**src/rtl/dom_rand_pkg.sv**
```systemverilog
// rtl/dom_rand_pkg.sv - shared widths, LFSR taps and FSM encoding for the DOM randomness source
package dom_rand_pkg;

    // Fibonacci taps of the 32-bit LFSR: fb = s[31]^s[21]^s[1]^s[0]
    localparam int LFSR_TAP_A = 31;
    localparam int LFSR_TAP_B = 21;
    localparam int LFSR_TAP_C = 1;
    localparam int LFSR_TAP_D = 0;

    typedef enum logic [1:0] {
        ST_UNSEEDED = 2'd0,
        ST_LOAD     = 2'd1,
        ST_RUN      = 2'd2
    } dom_rand_state_e;

    // Remask bits per DOM multiplier instance
    function automatic int z_bits(input int shares);
        return shares * (shares - 1);
    endfunction

    // Blinding bits per multiplier; the first-order two-share variant needs only one GF(2^2) element
    function automatic int b_bits(input int shares, input int firstOrderOpt);
        return (firstOrderOpt == 1 && shares == 2) ? 2 : 2 * shares;
    endfunction

endpackage

```
**src/rtl/dom_rand_source_if.sv**
```systemverilog
// rtl/dom_rand_source_if.sv - seed handshake and randomness bundle of dom_rand_source
interface dom_rand_source_if #(
    parameter int ZW = 2,
    parameter int BW = 2
);
    logic          SeedStartxSI;
    logic [7:0]    SeedxDI;
    logic          SeedValidxSI;
    logic          SeedReadyxSO;
    logic          EnxSI;
    logic [ZW-1:0] _Z1xDO;
    logic [ZW-1:0] _Z2xDO;
    logic [BW-1:0] _BxDO;
    logic          RandValidxSO;
    logic          ReseedReqxSO;

    modport master (
        output SeedStartxSI, SeedxDI, SeedValidxSI, EnxSI,
        input  SeedReadyxSO, _Z1xDO, _Z2xDO, _BxDO, RandValidxSO, ReseedReqxSO
    );

    modport slave (
        input  SeedStartxSI, SeedxDI, SeedValidxSI, EnxSI,
        output SeedReadyxSO, _Z1xDO, _Z2xDO, _BxDO, RandValidxSO, ReseedReqxSO
    );
endinterface

```
**src/rtl/dom_lfsr_step.sv**
```systemverilog
// rtl/dom_lfsr_step.sv - combinational RAND_BITS-step advance of the 32-bit LFSR
module dom_lfsr_step
    import dom_rand_pkg::*;
#(
    parameter int RAND_BITS = 6
) (
    input  logic [31:0]          StatexDI,
    output logic [31:0]          StatexDO,
    output logic [RAND_BITS-1:0] BitsxDO
);

    logic [31:0] stateW;

    // Unrolled shift chain; feedback of step k becomes output bit k
    always_comb begin
        stateW  = StatexDI;
        BitsxDO = '0;
        for (int k = 0; k < RAND_BITS; k++) begin
            BitsxDO[k] = stateW[LFSR_TAP_A] ^ stateW[LFSR_TAP_B] ^ stateW[LFSR_TAP_C] ^ stateW[LFSR_TAP_D];
            stateW     = {stateW[30:0], BitsxDO[k]};
        end
        StatexDO = stateW;
    end

endmodule

```
**src/rtl/dom_rand_source.sv**
```systemverilog
// rtl/dom_rand_source.sv - seeded LFSR randomness source for paired DOM multipliers (option: DOM_RAND_ZERO_EN)
module dom_rand_source
    import dom_rand_pkg::*;
#(
    parameter int SHARES                   = 2,
    parameter int FIRST_ORDER_OPTIMIZATION = 1,
    parameter int N_MULS                   = 1,
    parameter int RESEED_INTERVAL          = 1048576
) (
    input  logic               ClkxCI,
    input  logic               RstxRI,
    dom_rand_source_if.slave   rif
);

    localparam int Z_BITS    = z_bits(SHARES);
    localparam int B_BITS    = b_bits(SHARES, FIRST_ORDER_OPTIMIZATION);
    localparam int P_BITS    = 2 * Z_BITS + B_BITS;
    localparam int RAND_BITS = N_MULS * P_BITS;
    localparam logic [31:0] RESEED_CNT = 32'(RESEED_INTERVAL);

    if (RAND_BITS > 32) begin : g_rand_bits_check
        $error("dom_rand_source: RAND_BITS exceeds the 32-bit LFSR");
    end

    dom_rand_state_e        stateQ, stateD;
    logic [1:0]             byteCntQ;
    logic [31:0]            lfsrQ, lfsrStepD, seedD;
    logic [31:0]            useCntQ;
    logic [RAND_BITS-1:0]   stepBits, randQ, randOut;
    logic                   randValidQ;
    logic                   seedReady, loadBeat, lastBeat, stepEn, enterLoad;

    dom_lfsr_step #(.RAND_BITS(RAND_BITS)) u_step (
        .StatexDI (lfsrQ),
        .StatexDO (lfsrStepD),
        .BitsxDO  (stepBits)
    );

    // FSM state register
    always_ff @(posedge ClkxCI or posedge RstxRI) begin
        if (RstxRI) stateQ <= ST_UNSEEDED;
        else        stateQ <= stateD;
    end

    // FSM next state; a start request outranks stepping in RUN and is ignored in LOAD
    always_comb begin
        stateD = stateQ;
        case (stateQ)
            ST_UNSEEDED: if (rif.SeedStartxSI) stateD = ST_LOAD;
            ST_LOAD:     if (rif.SeedValidxSI && byteCntQ == 2'd3) stateD = ST_RUN;
            ST_RUN:      if (rif.SeedStartxSI) stateD = ST_LOAD;
            default:     stateD = ST_UNSEEDED;
        endcase
    end

    // FSM outputs and datapath strobes
    always_comb begin
        seedReady = (stateQ == ST_LOAD);
        loadBeat  = seedReady && rif.SeedValidxSI;
        lastBeat  = loadBeat && (byteCntQ == 2'd3);
        stepEn    = (stateQ == ST_RUN) && rif.EnxSI && !rif.SeedStartxSI;
        enterLoad = (stateD == ST_LOAD) && (stateQ != ST_LOAD);
    end

    // Seed byte placement; an all-zero seed would lock the LFSR, so bit 0 is forced on the last beat
    always_comb begin
        seedD = lfsrQ;
        seedD[{byteCntQ, 3'b000} +: 8] = rif.SeedxDI;
        if (lastBeat && seedD == 32'd0) seedD[0] = 1'b1;
    end

    // LFSR state and seed byte counter
    always_ff @(posedge ClkxCI or posedge RstxRI) begin
        if (RstxRI) begin
            lfsrQ    <= '0;
            byteCntQ <= '0;
        end else if (enterLoad) begin
            byteCntQ <= '0;
        end else if (loadBeat) begin
            lfsrQ    <= seedD;
            byteCntQ <= byteCntQ + 2'd1;
        end else if (stepEn) begin
            lfsrQ    <= lfsrStepD;
        end
    end

    // Output registers; held when not enabled, cleared whenever a new seed load begins
    always_ff @(posedge ClkxCI or posedge RstxRI) begin
        if (RstxRI) begin
            randQ      <= '0;
            randValidQ <= 1'b0;
        end else if (enterLoad) begin
            randQ      <= '0;
            randValidQ <= 1'b0;
        end else if (stepEn) begin
            randQ      <= stepBits;
            randValidQ <= 1'b1;
        end
    end

    // Saturating usage counter, restarted by each completed seed load
    always_ff @(posedge ClkxCI or posedge RstxRI) begin
        if (RstxRI)                              useCntQ <= '0;
        else if (lastBeat)                       useCntQ <= '0;
        else if (stepEn && useCntQ != RESEED_CNT) useCntQ <= useCntQ + 32'd1;
    end

`ifdef DOM_RAND_ZERO_EN
    assign randOut = '0;
`else
    assign randOut = randQ;
`endif

    for (genvar m = 0; m < N_MULS; m++) begin : g_pack
        assign rif._Z1xDO[m*Z_BITS +: Z_BITS] = randOut[m*P_BITS +: Z_BITS];
        assign rif._Z2xDO[m*Z_BITS +: Z_BITS] = randOut[m*P_BITS + Z_BITS +: Z_BITS];
        assign rif._BxDO[m*B_BITS +: B_BITS]  = randOut[m*P_BITS + 2*Z_BITS +: B_BITS];
    end

    assign rif.SeedReadyxSO = seedReady;
    assign rif.RandValidxSO = randValidQ;
    assign rif.ReseedReqxSO = (useCntQ == RESEED_CNT);

endmodule

```
**src/flat_wrapper.sv**
```systemverilog
// flat-port wrapper written by rule: the top's interface ports become plain ports
module dom_rand_source_flat import dom_rand_pkg::*;
#(
    parameter int SHARES                   = 2,
    parameter int FIRST_ORDER_OPTIMIZATION = 1,
    parameter int N_MULS                   = 1,
    parameter int RESEED_INTERVAL          = 1048576
)
  (ClkxCI, RstxRI, rif_SeedStartxSI, rif_SeedxDI, rif_SeedValidxSI, rif_EnxSI, rif_SeedReadyxSO, rif__Z1xDO, rif__Z2xDO, rif__BxDO, rif_RandValidxSO, rif_ReseedReqxSO);
  dom_rand_source_if #(.ZW(2), .BW(2)) rif_i ();
  input  logic ClkxCI;
  input  logic RstxRI;
  input wire logic [$bits(rif_i.SeedStartxSI)-1:0] rif_SeedStartxSI;
  input wire logic [$bits(rif_i.SeedxDI)-1:0] rif_SeedxDI;
  input wire logic [$bits(rif_i.SeedValidxSI)-1:0] rif_SeedValidxSI;
  input wire logic [$bits(rif_i.EnxSI)-1:0] rif_EnxSI;
  output wire logic [$bits(rif_i.SeedReadyxSO)-1:0] rif_SeedReadyxSO;
  output wire logic [$bits(rif_i._Z1xDO)-1:0] rif__Z1xDO;
  output wire logic [$bits(rif_i._Z2xDO)-1:0] rif__Z2xDO;
  output wire logic [$bits(rif_i._BxDO)-1:0] rif__BxDO;
  output wire logic [$bits(rif_i.RandValidxSO)-1:0] rif_RandValidxSO;
  output wire logic [$bits(rif_i.ReseedReqxSO)-1:0] rif_ReseedReqxSO;
  assign rif_i.SeedStartxSI = rif_SeedStartxSI;
  assign rif_i.SeedxDI = rif_SeedxDI;
  assign rif_i.SeedValidxSI = rif_SeedValidxSI;
  assign rif_i.EnxSI = rif_EnxSI;
  assign rif_SeedReadyxSO = rif_i.SeedReadyxSO;
  assign rif__Z1xDO = rif_i._Z1xDO;
  assign rif__Z2xDO = rif_i._Z2xDO;
  assign rif__BxDO = rif_i._BxDO;
  assign rif_RandValidxSO = rif_i.RandValidxSO;
  assign rif_ReseedReqxSO = rif_i.ReseedReqxSO;
  dom_rand_source #(.SHARES(SHARES), .FIRST_ORDER_OPTIMIZATION(FIRST_ORDER_OPTIMIZATION), .N_MULS(N_MULS), .RESEED_INTERVAL(RESEED_INTERVAL)) u_core (.ClkxCI(ClkxCI), .RstxRI(RstxRI), .rif(rif_i));
endmodule
```
**config.mk**
```make
export PLATFORM = sky130hd
export DESIGN_NAME = dom_rand_source_flat
export DESIGN_NICKNAME = d
export VERILOG_FILES = /design/src/rtl/dom_rand_pkg.sv /design/src/rtl/dom_rand_source_if.sv /design/src/rtl/dom_lfsr_step.sv /design/src/rtl/dom_rand_source.sv /design/src/flat_wrapper.sv
export SDC_FILE = /design/constraint.sdc
export NUM_CORES = 1
export LEC_CHECK = 0
export CORE_ASPECT_RATIO = 1.75
export CORE_MARGIN = 2
export CORE_UTILIZATION = 46
export CTS_BUF_LIST = sky130_fd_sc_hd__clkbuf_8
export CTS_CLUSTER_SIZE = 10
export DETAILED_ROUTE_END_ITERATION = 10
export DONT_BUFFER_PORTS = 1
export PLACE_DENSITY = 0.71
export SETUP_SLACK_MARGIN = 0.2
export SLEW_MARGIN = 20
export SYNTH_ARGS = -nofsm -noshare
export SYNTH_HDL_FRONTEND = slang
export SYNTH_SLANG_ARGS = --single-unit
```
**constraint.sdc**
```tcl
create_clock -name ClkxCI -period 3.05 [get_ports ClkxCI]
set_clock_uncertainty 0.2 [all_clocks]
set_input_delay 0.1525 -clock ClkxCI [delete_from_list [all_inputs] [get_ports ClkxCI]]
set_output_delay 0.1525 -clock ClkxCI [all_outputs]
set_load 0.005 [all_outputs]
```
==> results of run 1 <==
-- through the flow --
step                        util  cell area, um2  power [uW]
after CTS                 0.5174            4457        3438
after global routing      0.5174            4457        3614
after detailed placement  0.4826            4158        2696
after global placement    0.4826            4158        2644
after floorplan                -            4031        2382
final                     0.5174            4457        3430
-- worst min-delay path, stage by stage --
cell	delay, ps
and4_1	200
o22ai_1	90
nor2_1	90
-- layer usage --
metal | wire, um | track usage
met5 | 0 | 0
met4 | 684 | 0.1471
met3 | 616 | 0.05896
met2 | 5666 | 0.4138
met1 | 3728 | 0.2372
-- cells in the final DEF, fill, tap and decap left out, types with 4 or more instances in the layout --
cell	Yosys	layout
dlygate4sd3_1	0	12
a21o_1	4	4
a222oi_1	14	14
and4_1	6	6
clkbuf_8	0	12
o21ai_0	9	9
and3_1	10	10
nor2_1	44	44
o211ai_1	6	6
nand4_1	18	18
a21oi_1	16	16
nor3_1	11	11
ha_1	8	8
nand2_1	51	51
nand3_1	12	12
inv_1	23	23
dfrtp_1	75	75
nor4_1	16	16
or3_1	4	4
a22oi_1	7	7
xnor2_1	14	14
buf_4	0	7
xor2_1	19	19
-- registers in the layout (all words and copies together) (netlist names) --
register and flops:
u_core.rif.RandValidxSO 1, u_core.useCntQ 32, u_core.byteCntQ 2, u_core.stateQ 2, u_core.randOut 6, u_core.lfsrQ 32
-- power by group through the flow --
stage	clock network (uW)	registers (uW)	logic (uW)
floorplan	0	1340	1040
global placement	0	1420	1220
detailed placement	0	1430	1270
CTS	730	1410	1300
global route	774	1430	1410
finish	706	1420	1310
-- cell type report --
cell class,count,area [um2],share of cell area
clock buffer,12,165.2,0.03706
clock inverter,3,13.76,0.003088
tap,117,146.4,0.03285
inverter,23,86.33,0.01937
sequential,75,1877,0.4211
timing repair buffer,19,172.7,0.03874
multi-input combinational,310,1996,0.4478
-- logic make-up (layout without fill, tap and decap cells) --
kind of cell    count (synthesis)  in the layout  synth area share
compound gates                 73             73            0.1304
xor+xnor                       37             37           0.09497
fa+ha+maj                       8              8           0.02483
buf+inv                        40             57           0.03942
flops                          75             75            0.4655
mux                             3              3          0.007449
simple gates                  189            189            0.2374
-- timing repair --
action,in CTS,in global routing
setup endpoints to repair,0,0
hold endpoints to repair,84,0
hold buffers,12,0
-- worst paths after layout --
| check | startpoint | to | slack (ps) | depth (start not counted) |
|---|---|---|---|---|
| worst min register to register | u_core.useCntQ[31] | u_core.useCntQ[31] | 290 | 1 |
| worst max register to register | u_core.byteCntQ[0] | u_core.lfsrQ[0] | 520 | 7 |
| worst max-delay path | u_core.byteCntQ[0] | u_core.lfsrQ[0] | 520 | 7 |
| worst min-delay path | rif_SeedxDI[2] | u_core.lfsrQ[26] | 30 | 3 |
| max in group asynchronous | RstxRI | u_core.randOut[4] | 1850 | 3 |
| min in group asynchronous | RstxRI | u_core.useCntQ[20] | 70 | 2 |
==> run metrics, run 1 <==
cell-by-cell listing of the critical path=inv_1, ha_1, and4bb_2, a22o_1, nor4_1, nand4_1, o31ai_1; Hold Worst Slack=29.07 ps; final slew viol count=0; port bufs=0; final setup margin=524.8 ps; Crit. End Element=register; CP Launch Type=register; Resize count post-CTS=0; final net count=459; largest net degree at the start of global routing=29; detailed-route via count=3450; Setup WS pre-CTS=590.8 ps; Combinational Power Share=0.381; P_leak=0.002179 uW; unrepaired setup endpoints after global routing=false; power per cell area=approximately 770 nW/um2; Via density=6.172; endpoints failing hold=0; crit share post-route=0.8279; synth warn=0; worst vdd ir=roughly 0.00031 V; EDFF count, synth=0; H-tree level count=3; worst slew pin tran=about 880 ps; Die Width=74.77 um; Post-Layout Cell Count=559; Clock transition at path regs=~70 ps; Setup TNS=0 ps; I/O pin count=22; sequential-to-total area share from yosys stat=0.4655; post-detail-place hpwl=7807 um; FFs w/ async S/R, synth=1.000; n_diodes=0; worst relative slew slack=0.4073; share of layout cells above drive strength 1=0.06109; number of filler cells placed in the layout=between 700 and 800; Initial Util=0.4680; initial antenna violation count=0; Layout area overhead=10.55%; drt pass-1 iters=6; Main synth FF type=dfrtp_1; largest area contributor in the netlist=dfrtp_1; Crit Path Max Fanout=11; Post-DRT Antenna Nets=0; row count=45; top cells by area, synth=dfrtp_1, nand2_1, xor2_1, nor2_1, a222oi_1; Inst Count DP=532; critical setup path kind=register to register; top post-synthesis cells by count=dfrtp_1, nand2_1, nor2_1, inv_1, xor2_1; top-count cell post-synth=dfrtp_1; number of global-route vias before repair=3395; CTS max path bufs=2; Post-Synthesis Net Count=446; Post-Syn Instances=425; top cell type's share of synthesized area=0.4655; sw frac=0.3698; Seq pwr share=0.413; CTS tree=built; CP top delay family=simple AND/OR/NAND/NOR gates; synth unique cells=46; core footprint=8615 um2; Mapped Area=4031 um2; Largest stage delay, worst path=around 530 ps; syn_area_per_cell=about 9.5 um2; die height=127.8 um; clock share of power=0.206; status=completed; grt ovf=0; total internal power=roughly 2200 uW; Bufs and invs on worst path=1; WP data arrival=~2600 ps; fmax=396.0 MHz; CTS Sinks=between 70 and 80; Max-Cap Viols=0; Worst path slowest cell=dfrtp_1; fin crit period=2525 ps; routed wire length=10700 um; post-route DRC violation count=0; worst skew pair latency=360 ps; 1st-iter DRT viols=392; Switch Pwr=about 1300 uW; gr usage total=0.2350; WL/cell=19.13 um; Hold Path Class=primary input to register; Seq cells post-synth=75; Crit path required time=3110 ps; RD Place Congestion=0.9408; Num CTS Buffers=9; Root Driver=clkbuf_8; first-pass GRT wire length=16770 um; Final setup viols=0; Post-CTS Setup Bufs=0; die area=9558 um2
No activity file was read; power rests on OpenSTA's default activity.
==> run 2, diff against run 1 <==
--- a/config.mk
+++ b/config.mk
@@ -12,7 +12,7 @@
 export CTS_CLUSTER_SIZE = 10
 export DETAILED_ROUTE_END_ITERATION = 10
 export DONT_BUFFER_PORTS = 1
-export PLACE_DENSITY = 0.71
+export PLACE_DENSITY = 0.73
 export SETUP_SLACK_MARGIN = 0.2
 export SLEW_MARGIN = 20
 export SYNTH_ARGS = -nofsm -noshare
==> constraint.sdc (replaced) <==
create_clock -name ClkxCI -period 2.31 [get_ports ClkxCI]
set_clock_uncertainty 0.2 [all_clocks]
set_input_delay 0.1155 -clock ClkxCI [delete_from_list [all_inputs] [get_ports ClkxCI]]
set_output_delay 0.1155 -clock ClkxCI [all_outputs]
set_load 0.005 [all_outputs]
==> run metrics, run 2 (same netlist as run 1, synthesis figures left out) <==
worst vdd ir=0.0006576 V (+110%); Reg-to-Reg End=u_core.lfsrQ[0]; gr usage total=0.2508 (+0.01584); Crit Path Max Fanout=10 (-1); endpoints failing hold=0 (unchanged); CP Launch Point=u_core.byteCntQ[0]; crit share post-route=0.9031 (+0.07515); Worst Reg-to-Reg Cells=6 (-1); Placed Area=4260 um2 (+2.5%); status=completed; post-detail-place hpwl=7827 um (+0.26%); 1st-iter DRT viols=453 (+16%); first-pass GRT wire length=17930 um (+6.9%); Final setup viols=0 (unchanged); CP Launch Type=register; grt ovf=0 (unchanged); cell-by-cell listing of the critical path=buf_4, ha_1, and3_2, a31oi_2, nand4_1, o31ai_2; port bufs=0 (unchanged); CTS max path bufs=2 (unchanged); Via density=6.128 (-0.71%); detailed-route via count=3542 (+2.7%); final net count=477 (+3.9%); Total Power=5041 uW (+47%); post-route DRC violation count=0 (unchanged); Bufs and invs on worst path=1 (unchanged); Post-Layout Inst Area=4758 um2 (+6.8%); worst slew pin tran=696.2 ps (-184.8 ps); drt pass-1 iters=5 (-1); Root Driver=clkbuf_8; routed wire length=11300 um (+5.6%); FF-to-FF Start=u_core.byteCntQ[0]; Setup TNS=0 ps (unchanged); power per cell area=1059 nW/um2 (+38%); Post-DRT Antenna Nets=0 (unchanged); WP data arrival=2150 ps (-430 ps); RD Place Congestion=0.9720 (+3.3%); Clock transition at path regs=80 ps (about the same); most common cell after layout, fill and taps aside=dfrtp_1; Worst path slowest cell=dfrtp_2; share of layout cells above drive strength 1=0.1435 (+0.08239); Crit path required time=2380 ps (-730 ps); CTS Sinks=75 (unchanged); Hold Path Class=primary input to register; Layout area overhead=18.03%; Largest stage delay, worst path=420 ps (-110 ps); Core Util, Final=0.5524 (+0.03500); number of global-route vias before repair=3524 (+3.8%); sink of the worst hold path=u_core.rif.RandValidxSO; P_leak=0.002310 uW (+6.0%); Worst Min Path Start=rif_EnxSI; largest net degree at the start of global routing=49 (+69%); final slew viol count=0 (unchanged); critical setup path kind=register to register; I/O pin count=22 (unchanged); fin crit period=2086 ps (-439.1 ps); r2r setup slk=220 ps (-300 ps); Crit. End Element=register; CP top delay family=compound AO/OA/AOI/OAI gates; fmax=479.4 MHz (+21%); worst relative slew slack=0.5359 (+0.1286); Die Width=74.77 um (unchanged); WL/cell=19.55 um (+2.2%); worst skew pair latency=370 ps (about the same); initial antenna violation count=1 (+1); die height=127.8 um (unchanged); row count=45 (unchanged); unrepaired setup endpoints after global routing=true; die area=9558 um2 (unchanged); CTS tree=built; core footprint=8615 um2 (unchanged); Num CTS Buffers=9 (unchanged); number of filler cells placed in the layout=791 (-1.0%); Max-Cap Viols=0 (unchanged); worst hold stages=3 (unchanged); commonest non-fill, non-tap cells in the layout=dfrtp_1, nand2_1, nor2_1; H-tree level count=3 (unchanged); Initial Util=0.4680 (unchanged)
[run 2: power breakdown]
part	switching (uW)	total, uW	internal [uW]
clock	487	1110	621
combinational	1050	2090	1040
sequential	278	1840	1560
[run 2: repair_timing]
action | in CTS | in global routing
pin swaps | 5 | 12
gates resized for setup | 5 | 17
hold buffers | 10 | 1
endpoints found under the setup margin | 9 | 27
buffers inserted | 2 | 9
endpoints found under the hold margin | 117 | 4
[run 2: layout make-up]
cell class                      instances  area [um2]  share of cell area
Multi-Input combinational cell        310        2097              0.4407
Timing Repair Buffer                   37       334.1             0.07021
Inverter                               23       90.09             0.01893
Clock inverter                          5       71.32             0.01499
Sequential cell                        75        1879              0.3950
Tap cell                              117       146.4             0.03077
Antenna cell                            1       2.502           0.0005259
Clock buffer                           10       137.6             0.02892
[run 2: worst register-to-register path: stages, from the launching register on]
cell and delay [ps]:
dfrtp_2 420, buf_4 180, ha_1 270, and3_2 280
a31oi_2 230, nand4_1 130, o31ai_2 280
[run 2: through the flow]
step                hold slack, ps  cells  setup slack, ps
floorplan                    22.77    425            245.0
global placement            -102.5    540            146.2
detailed placement          -103.7    540            77.42
CTS                         -338.2    567            198.1
global route                 38.46    577            163.7
finish                      0.2516    578            223.9
[run 2: layer usage]
layer / GRT usage / vias to the layer above / share of wire
met2: 0.4185 / 179 / 0.52
met5: 0 / - / 0
met3: 0.07154 / 58 / 0.064
li1: - / 1611 / -
met4: 0.1544 / 0 / 0.059
met1: 0.2716 / 1694 / 0.36
[run 2: worst max path at each step]
stage	end	slack [ps]	cells past startpoint
floorplan	u_core.lfsrQ[0]	240	8
global placement	u_core.lfsrQ[0]	150	7
detailed placement	u_core.lfsrQ[0]	80	7
CTS	u_core.lfsrQ[0]	200	5
global route	u_core.lfsrQ[0]	160	6
finish	u_core.lfsrQ[0]	220	6
